<file path="src/rtl/icf3z_iodev.sv">
// I/O peripheral for a small CPU port bus: GPO, synchronised GPI, status and interrupts.
// The reload down-counter timer is present only when ICF3Z_IODEV_TIMER_EN is defined.
module icf3z_iodev (
   input  logic       CLK,
   input  logic       xRESET_P,
   input  logic [7:0] xPORTID_P,
   input  logic [7:0] xOUTPORT_P,
   input  logic       xWSTROBE_P,
   input  logic       xWSTROBEK_P,
   input  logic       xIOSTROBE_P,
   input  logic       xRSTROBE_P,
   input  logic [7:0] xGPI_P,
   output logic [7:0] xINPORT_P,
   output logic       xINT0_P,
   output logic       xINT1_P,
   output logic [7:0] xGPO_P
);

   logic       wr;
   logic [7:0] gpo_q, gpo_d;
   logic [7:0] s1_q, s2_q;
   logic [1:0] stat_q, stat_d;
   logic [1:0] ien_q, ien_d;
   logic [1:0] prev_q;
   logic [1:0] rise;
   logic [1:0] pc0_q, pc0_d;
   logic [1:0] pc1_q, pc1_d;
   logic [7:0] inport_q, inport_d;
   logic       tmr_set;
   logic       gpie_set;
   logic       unused_strobes;

   // Reads have no side effects, so these strobes carry no information here.
   assign unused_strobes = xIOSTROBE_P ^ xRSTROBE_P;

   assign wr       = (xWSTROBE_P | xWSTROBEK_P) & ~xRESET_P;
   assign gpie_set = s1_q[0] & ~s2_q[0];

`ifdef ICF3Z_IODEV_TIMER_EN
   logic [7:0] reload_q, reload_d;
   logic [7:0] cnt_q, cnt_d;
   logic       en_q, en_d;
   logic       auto_q, auto_d;

   always_comb begin
      reload_d = reload_q;
      cnt_d    = cnt_q;
      en_d     = en_q;
      auto_d   = auto_q;
      tmr_set  = 1'b0;
      if (wr && xPORTID_P == 8'h02) reload_d = xOUTPORT_P;
      // A CTL write pre-empts an expiry landing in the same cycle.
      if (wr && xPORTID_P == 8'h03) begin
         en_d   = xOUTPORT_P[0];
         auto_d = xOUTPORT_P[1];
         if (xOUTPORT_P[0]) cnt_d = reload_q;
      end else if (en_q) begin
         if (cnt_q == 8'h00) begin
            tmr_set = 1'b1;
            cnt_d   = reload_q;
            if (!auto_q) en_d = 1'b0;
         end else begin
            cnt_d = cnt_q - 8'd1;
         end
      end
   end

   always_ff @(posedge CLK) begin
      if (xRESET_P) begin
         reload_q <= 8'h00;
         cnt_q    <= 8'h00;
         en_q     <= 1'b0;
         auto_q   <= 1'b0;
      end else begin
         reload_q <= reload_d;
         cnt_q    <= cnt_d;
         en_q     <= en_d;
         auto_q   <= auto_d;
      end
   end

   assign xINT0_P = |pc0_q;
`else
   assign tmr_set = 1'b0;
   assign xINT0_P = 1'b0;
`endif

   always_comb begin
      gpo_d  = gpo_q;
      ien_d  = ien_q;
      stat_d = stat_q;
      if (wr && xPORTID_P == 8'h00) gpo_d = xOUTPORT_P;
      if (wr && xPORTID_P == 8'h05) ien_d = xOUTPORT_P[1:0];
      if (wr && xPORTID_P == 8'h04) stat_d = stat_q & ~xOUTPORT_P[1:0];
      stat_d = stat_d | {gpie_set, tmr_set};
   end

   // A pulse in flight ignores new rises; the STAT bit alone records them.
   always_comb begin
      rise  = stat_q & ~prev_q & ien_q;
      pc0_d = 2'd0;
      pc1_d = 2'd0;
      if (pc0_q != 2'd0) pc0_d = pc0_q - 2'd1;
      else if (rise[0]) pc0_d = 2'd3;
      if (pc1_q != 2'd0) pc1_d = pc1_q - 2'd1;
      else if (rise[1]) pc1_d = 2'd3;
   end

   always_comb begin
      inport_d = 8'h00;
      case (xPORTID_P)
         8'h00:   inport_d = gpo_q;
         8'h01:   inport_d = s2_q;
`ifdef ICF3Z_IODEV_TIMER_EN
         8'h02:   inport_d = reload_q;
         8'h03:   inport_d = {6'b0, auto_q, en_q};
`endif
         8'h04:   inport_d = {6'b0, stat_q};
         8'h05:   inport_d = {6'b0, ien_q};
         default: inport_d = 8'h00;
      endcase
   end

   always_ff @(posedge CLK) begin
      if (xRESET_P) begin
         gpo_q    <= 8'h00;
         s1_q     <= 8'h00;
         s2_q     <= 8'h00;
         stat_q   <= 2'b00;
         ien_q    <= 2'b00;
         prev_q   <= 2'b00;
         pc0_q    <= 2'd0;
         pc1_q    <= 2'd0;
         inport_q <= 8'h00;
      end else begin
         gpo_q    <= gpo_d;
         s1_q     <= xGPI_P;
         s2_q     <= s1_q;
         stat_q   <= stat_d;
         ien_q    <= ien_d;
         prev_q   <= stat_q;
         pc0_q    <= pc0_d;
         pc1_q    <= pc1_d;
         inport_q <= inport_d;
      end
   end

   assign xINPORT_P = inport_q;
   assign xINT1_P   = |pc1_q;
   assign xGPO_P    = gpo_q;

endmodule

</file>
<file path="config.mk">
export PLATFORM = sky130hd
export DESIGN_NAME = icf3z_iodev
export DESIGN_NICKNAME = d
export VERILOG_FILES = /design/src/rtl/icf3z_iodev.sv
export SDC_FILE = /design/constraint.sdc
export NUM_CORES = 1
export LEC_CHECK = 0
export BUFFER_PORTS_ARGS = -buffer_cell sky130_fd_sc_hd__buf_2
export CAP_MARGIN = 20
export CELL_PAD_IN_SITES_DETAIL_PLACEMENT = 1
export CELL_PAD_IN_SITES_GLOBAL_PLACEMENT = 1
export CORE_MARGIN = 3
export CORE_UTILIZATION = 37
export DETAILED_ROUTE_END_ITERATION = 10
export HOLD_SLACK_MARGIN = 0.02
export PLACE_DENSITY_LB_ADDON = 0.1
export SLEW_MARGIN = 20
export SYNTH_ARGS = -nofsm -noshare
export SYNTH_HDL_FRONTEND = slang
export SYNTH_SLANG_ARGS = --single-unit
</file>
<file path="constraint.sdc">
create_clock -name CLK -period 2.1 [get_ports CLK]
set_input_delay 0.21 -clock CLK [delete_from_list [all_inputs] [get_ports CLK]]
set_output_delay 0.21 -clock CLK [all_outputs]
set_load 0.05 [all_outputs]
</file>
# Yosys cells after proc, flatten, opt, wreduce, memory -nomap -nowiden
# Cells that the tools add are included.
dict set report op_classes {
  eq_ne 3
  n_mux 4
  reduce_logical 6
  bitwise 11
  addsub 1
}
# operator count
set op_table {}
lappend op_table {{$pmux 8 s4} 1}
lappend op_table {{$eq 8x3->1 const B} 2}
lappend op_table {{$eq 8x1->1 const B} 1}
lappend op_table {{$logic_not 8->1} 1}
lappend op_table {{$and 2x2->2} 3}
lappend op_table {{$mux 2} 3}
lappend op_table {{$not 2->2} 2}
lappend op_table {{$logic_and 1x1->1} 3}
lappend op_table {{$and 1x1->1} 2}
lappend op_table {{$not 1->1} 2}
lappend op_table {{$or 2x2->2} 1}
lappend op_table {{$reduce_bool 2->1} 1}
lappend op_table {{$reduce_or 2->1} 1}
lappend op_table {{$sub 2x1->2 const B} 1}
lappend op_table {{$or 1x1->1} 1}
dict set report word_totals {
  wordCells 33
  output_inout_bits 18
  register_bits 40
}

# Depth between registers and ports, before layout
dict set report depth {
  depth_word 5
  ltp_mapped 4
}

# Worst setup path after synthesis
# No wires, ideal clock.
dict set report synth_path {
  path_type {input to register}
  startpoint {input xPORTID_P[1]}
  endpoint {register gpo_q[2], in the netlist xGPO_P[2]}
  stages 3
  t_required_ns 2.028
  path_slack_ns 0.550
  path_buffers 0
  t_arrival_ns 1.478
  cell_sequence {or4_4 > nor4b_4 > mux2i_1}
}
dict set report synth_between {
  elab_chain_len 2
}
# element line
set synth_lines {}
lappend synth_lines {{start, declared} 6} ;# input logic [7:0] xPORTID_P,
lappend synth_lines {{$logic_not 8->1} 92} ;# if (wr && xPORTID_P == 8'h00) gpo_d = xOUTPORT_P;
lappend synth_lines {{$logic_and 1x1->1} 92}
lappend synth_lines {{end signal, assigned} 136} ;# gpo_q <= gpo_d;
lappend synth_lines {{end, declared} 20} ;# logic [7:0] gpo_q, gpo_d;
# Every way passes these cells.
# A chain may end at the register's enable or synchronous reset.

# Worst setup path after layout
dict set report layout_path {
  startpoint {input xPORTID_P[1]}
  endpoint {register inport_q[6], in the netlist xINPORT_P[6]}
}
dict set report layout_between {
  elab_chain_len 2
  word_cells_on_any_way 5
  classes_between {3 x eq/ne; 1 x mux; 1 x reduce/logical}
}
# element line
set layout_lines {}
lappend layout_lines {{$eq 8x3->1 (tied with other cells)} 111} ;# case (xPORTID_P)
lappend layout_lines {{$pmux 8 s4 *} 111}
lappend layout_lines {{end signal, assigned} 144} ;# inport_q <= inport_d;
lappend layout_lines {{end, declared} 28} ;# logic [7:0] inport_q, inport_d;
# Mark *: on every way between the ends. The rest lies on a longest branch, timed or not.

==> results.py <==
metrics = {
    "critical_path": {
        "ff2ff_path_depth": 2,
        "crit_required_ns": 2.33,
        "cp-start-kind": "input pin",
        "path_max_fanout": 6,
        "worstReg2RegStart": "ien_q[1]",
        "rrSetupSlack_ns": 1.03,
        "cp.arrival_ns": 1.70,
        "crit_type": "in2reg",
        "crit_path_max_incr_delay_ns": 0.65,
        "cp_slowest_cell": "or4_1",
        "crit_chain": "buf_2, or4_4, or4_1, nor2_1",
        "critPathCaptureType": "flop",
        "regToRegEndpoint": "xINPORT_P[1]",
    },
    "synth": {
        "synth_warnings": 0,
        "syn_area_per_cell_um2": 10.8,
        "ys_types": 22,
        "synth_edf_count": 0,
        "netlist_area_mm2": 0.00145,
        "synth_seq_cells": 39,
        "synth_most_common_cell": "dfxtp_1",
        "synthFlopType": "dfxtp_1",
        "async_flop_share_pct": 0,
        "synth_commonest_cells": "dfxtp_1, nand2b_1, nor2b_1, mux2i_1, nor2_1",
        "syn_nets": 164,
        "synth_top_cells_by_area": "dfxtp_1, mux2i_1, nand2b_1",
        "synth_area_leader_cell": "dfxtp_1",
        "yosysSeqAreaShare_pct": 53.8,
        "syn_inst": 134,
        "synth_top_area_share_pct": 53.8,
    },
    "clocking": {
        "worstSkewPairLatency_ns": 0.29,
        "cts_root_buffer": "clkbuf_8",
        "cts_max_path_buffers": 2,
        "cts_buffers": 5,
        "cts_setup_buffers": 0,
        "post_cts_resized": 0,
        "cts_tree": "yes",
        "h-tree-depth": 2,
        "cts_sinks": 39,
        "clk_pin_slew_ns": 0.08,
        "hold_buffers": 0,
    },
    "detailed_routing": {
        "wl_per_cell_um": 13.0,
        "drt_wl_total_um": 2980,
        "antenna_left": 0,
        "via_per_inst": 4.71,
        "drt_iter0_drc": 35,
        "drc_errors": 0,
        "vias": 1084,
        "drtPass1Iterations": 3,
    },
    "layout": {
        "fill_cells": 447,
        "fin_cells": 230,
        "nets": 211,
        "drive_gt1_share_pct": 33.0,
        "num_antenna_cells": 0,
        "syn2layout_area_growth_pct": 27.8,
        "fin_util_pct": 49.9,
    },
    "global_route": {
        "overflow": 0,
        "grt_first_pass_wirelength_um": 4970,
        "grt.total_usage_pct": 14.5,
        "antenna_found_initial": 0,
        "first_global_vias": 1168,
        "grt_max_degree": 42,
    },
    "timing": {
        "clock-skew-final_ns": 0.00616,
        "finalWorstSetupSlack_ns": 0.634,
        "rsz0062_at_grt": "no",
        "setup_viol": 0,
        "max_freq_mhz": 682,
        "slew_viol_final": 0,
        "timing.setup.tns_ns": 0,
        "min_period_ns": 1.47,
        "finalHoldViolations": 0,
        "period_share_pct": 69.8,
        "fin_hold_ws_ns": 0.108,
    },
    "run_status": {
        "status": "finished clean",
    },
    "place": {
        "gp_congestion": 0.650,
        "hpwlAfterDp_um": 2200,
        "port-buffer-count": 44,
        "dp_cells": 222,
        "post-place-ws_ns": 0.322,
    },
    "floorplanning": {
        "rows": 22,
        "fp.dieW_um": 68.6,
        "dieArea_mm2": 0.00471,
        "core_area_mm2": 0.00372,
        "initial_core_util_pct": 39.1,
        "fp.dieH_um": 68.6,
        "design.portCount": 48,
    },
    "min_path": {
        "hold_class": "in2reg",
        "holdPathEnd": "stat_q[0]",
        "hp-start": "xOUTPORT_P[0]",
        "min_path_cells": 2,
    },
    "power_and_ir_drop": {
        "power_switching_mw": 0.304,
        "clkPwrFrac_pct": 46.1,
        "p_comb_share_pct": 5.8,
        "power.leakage_nw": 0.804,
        "p_int_mw": 1.28,
        "ir_drop_mv": 0.515,
        "power_density_mw_per_mm2": 853,
        "power_frac_seq_pct": 48.1,
        "swShare_pct": 19.2,
    },
    "run": {
        "maxCapViolCount": 0,
    },
}
## state kept, by name (all words and copies together), names as in the netlist
register and flops:
ien_q 2, pc1_q 2, prev_q 1, s1_q 8, s2_q 8, stat_q 2, xGPO_P 8, xINPORT_P 8
## critical path: cells and delay by family
kind	cells	cell delay (ns)
buffers and inverters	1	0.10
and+or+nand+nor	3	1.38
## cell families (layout without fill, tap and decap cells)
kind of cell,count (synthesis),after routing,share of synthesized area (%)
AND/OR/NAND/NOR,66,66,28.3
flip-flops,39,39,53.8
multiplexers,18,18,14.1
buffers and inverters,7,55,2.24
AO/OA/AOI/OAI,3,3,1.29
other,1,1,0.258
## area by class of cell
type	count	area (um2)	share of cell area, %
flip-flops and latches	39	781	42.1
clock buffers	6	72.6	3.91
repair buffers	47	243	13.1
clock inverters	2	60.1	3.24
multi-input cells	88	638	34.4
well taps	48	60.1	3.24
## cells in the final DEF, fill, tap and decap left out, drive strengths merged
cell / count
nor3: 1
or2: 2
nand2b: 22
bufinv: 2
nor4: 3
nor3b: 2
clkbuf: 6
mux2i: 16
nand2: 3
nor4b: 1
nand4b: 1
dfxtp: 39
nor2: 10
conb: 1
buf: 47
mux4: 2
or4: 2
and3b: 1
a311oi: 1
a21oi: 2
nor2b: 18
## layer usage
| metal | track usage [%] | wire length (um) | part of all wire, % |
|---|---|---|---|
| met1 | 15.5 | 1320 | 44 |
| met2 | 25.0 | 1410 | 47 |
| met3 | 4.70 | 181 | 6.1 |
| met4 | 8.19 | 68 | 2.3 |
| met5 | 0 | 0 | 0 |
## worst max-delay path by stage
stage,from,end,cells after the start
global route,xPORTID_P[1],xINPORT_P[2],4
global placement,xPORTID_P[1],xINPORT_P[4],4
floorplan,xPORTID_P[1],xGPO_P[2],3
CTS,xPORTID_P[1],xINPORT_P[2],4
finish,xPORTID_P[1],xINPORT_P[6],4
detailed placement,xPORTID_P[1],xINPORT_P[6],4
## power groups by stage
stage,combinational (mW),clock [mW],sequential (mW)
2_1_floorplan,0.0552,0,0.778
3_3_place_gp,0.0893,0,0.778
3_5_place_dp,0.0937,0,0.778
4_1_cts,0.0939,0.754,0.761
5_1_grt,0.103,0.784,0.762
6_report,0.0916,0.729,0.761
## stage by stage
stage | instance area (um2) | power (mW)
final | 1850 | 1.58
after global routing | 1850 | 1.65
after CTS | 1850 | 1.61
after detailed placement | 1720 | 0.872
after global placement | 1720 | 0.867
after floorplan | 1450 | 0.833
Note: power is estimated with default switching activity, not from simulation.
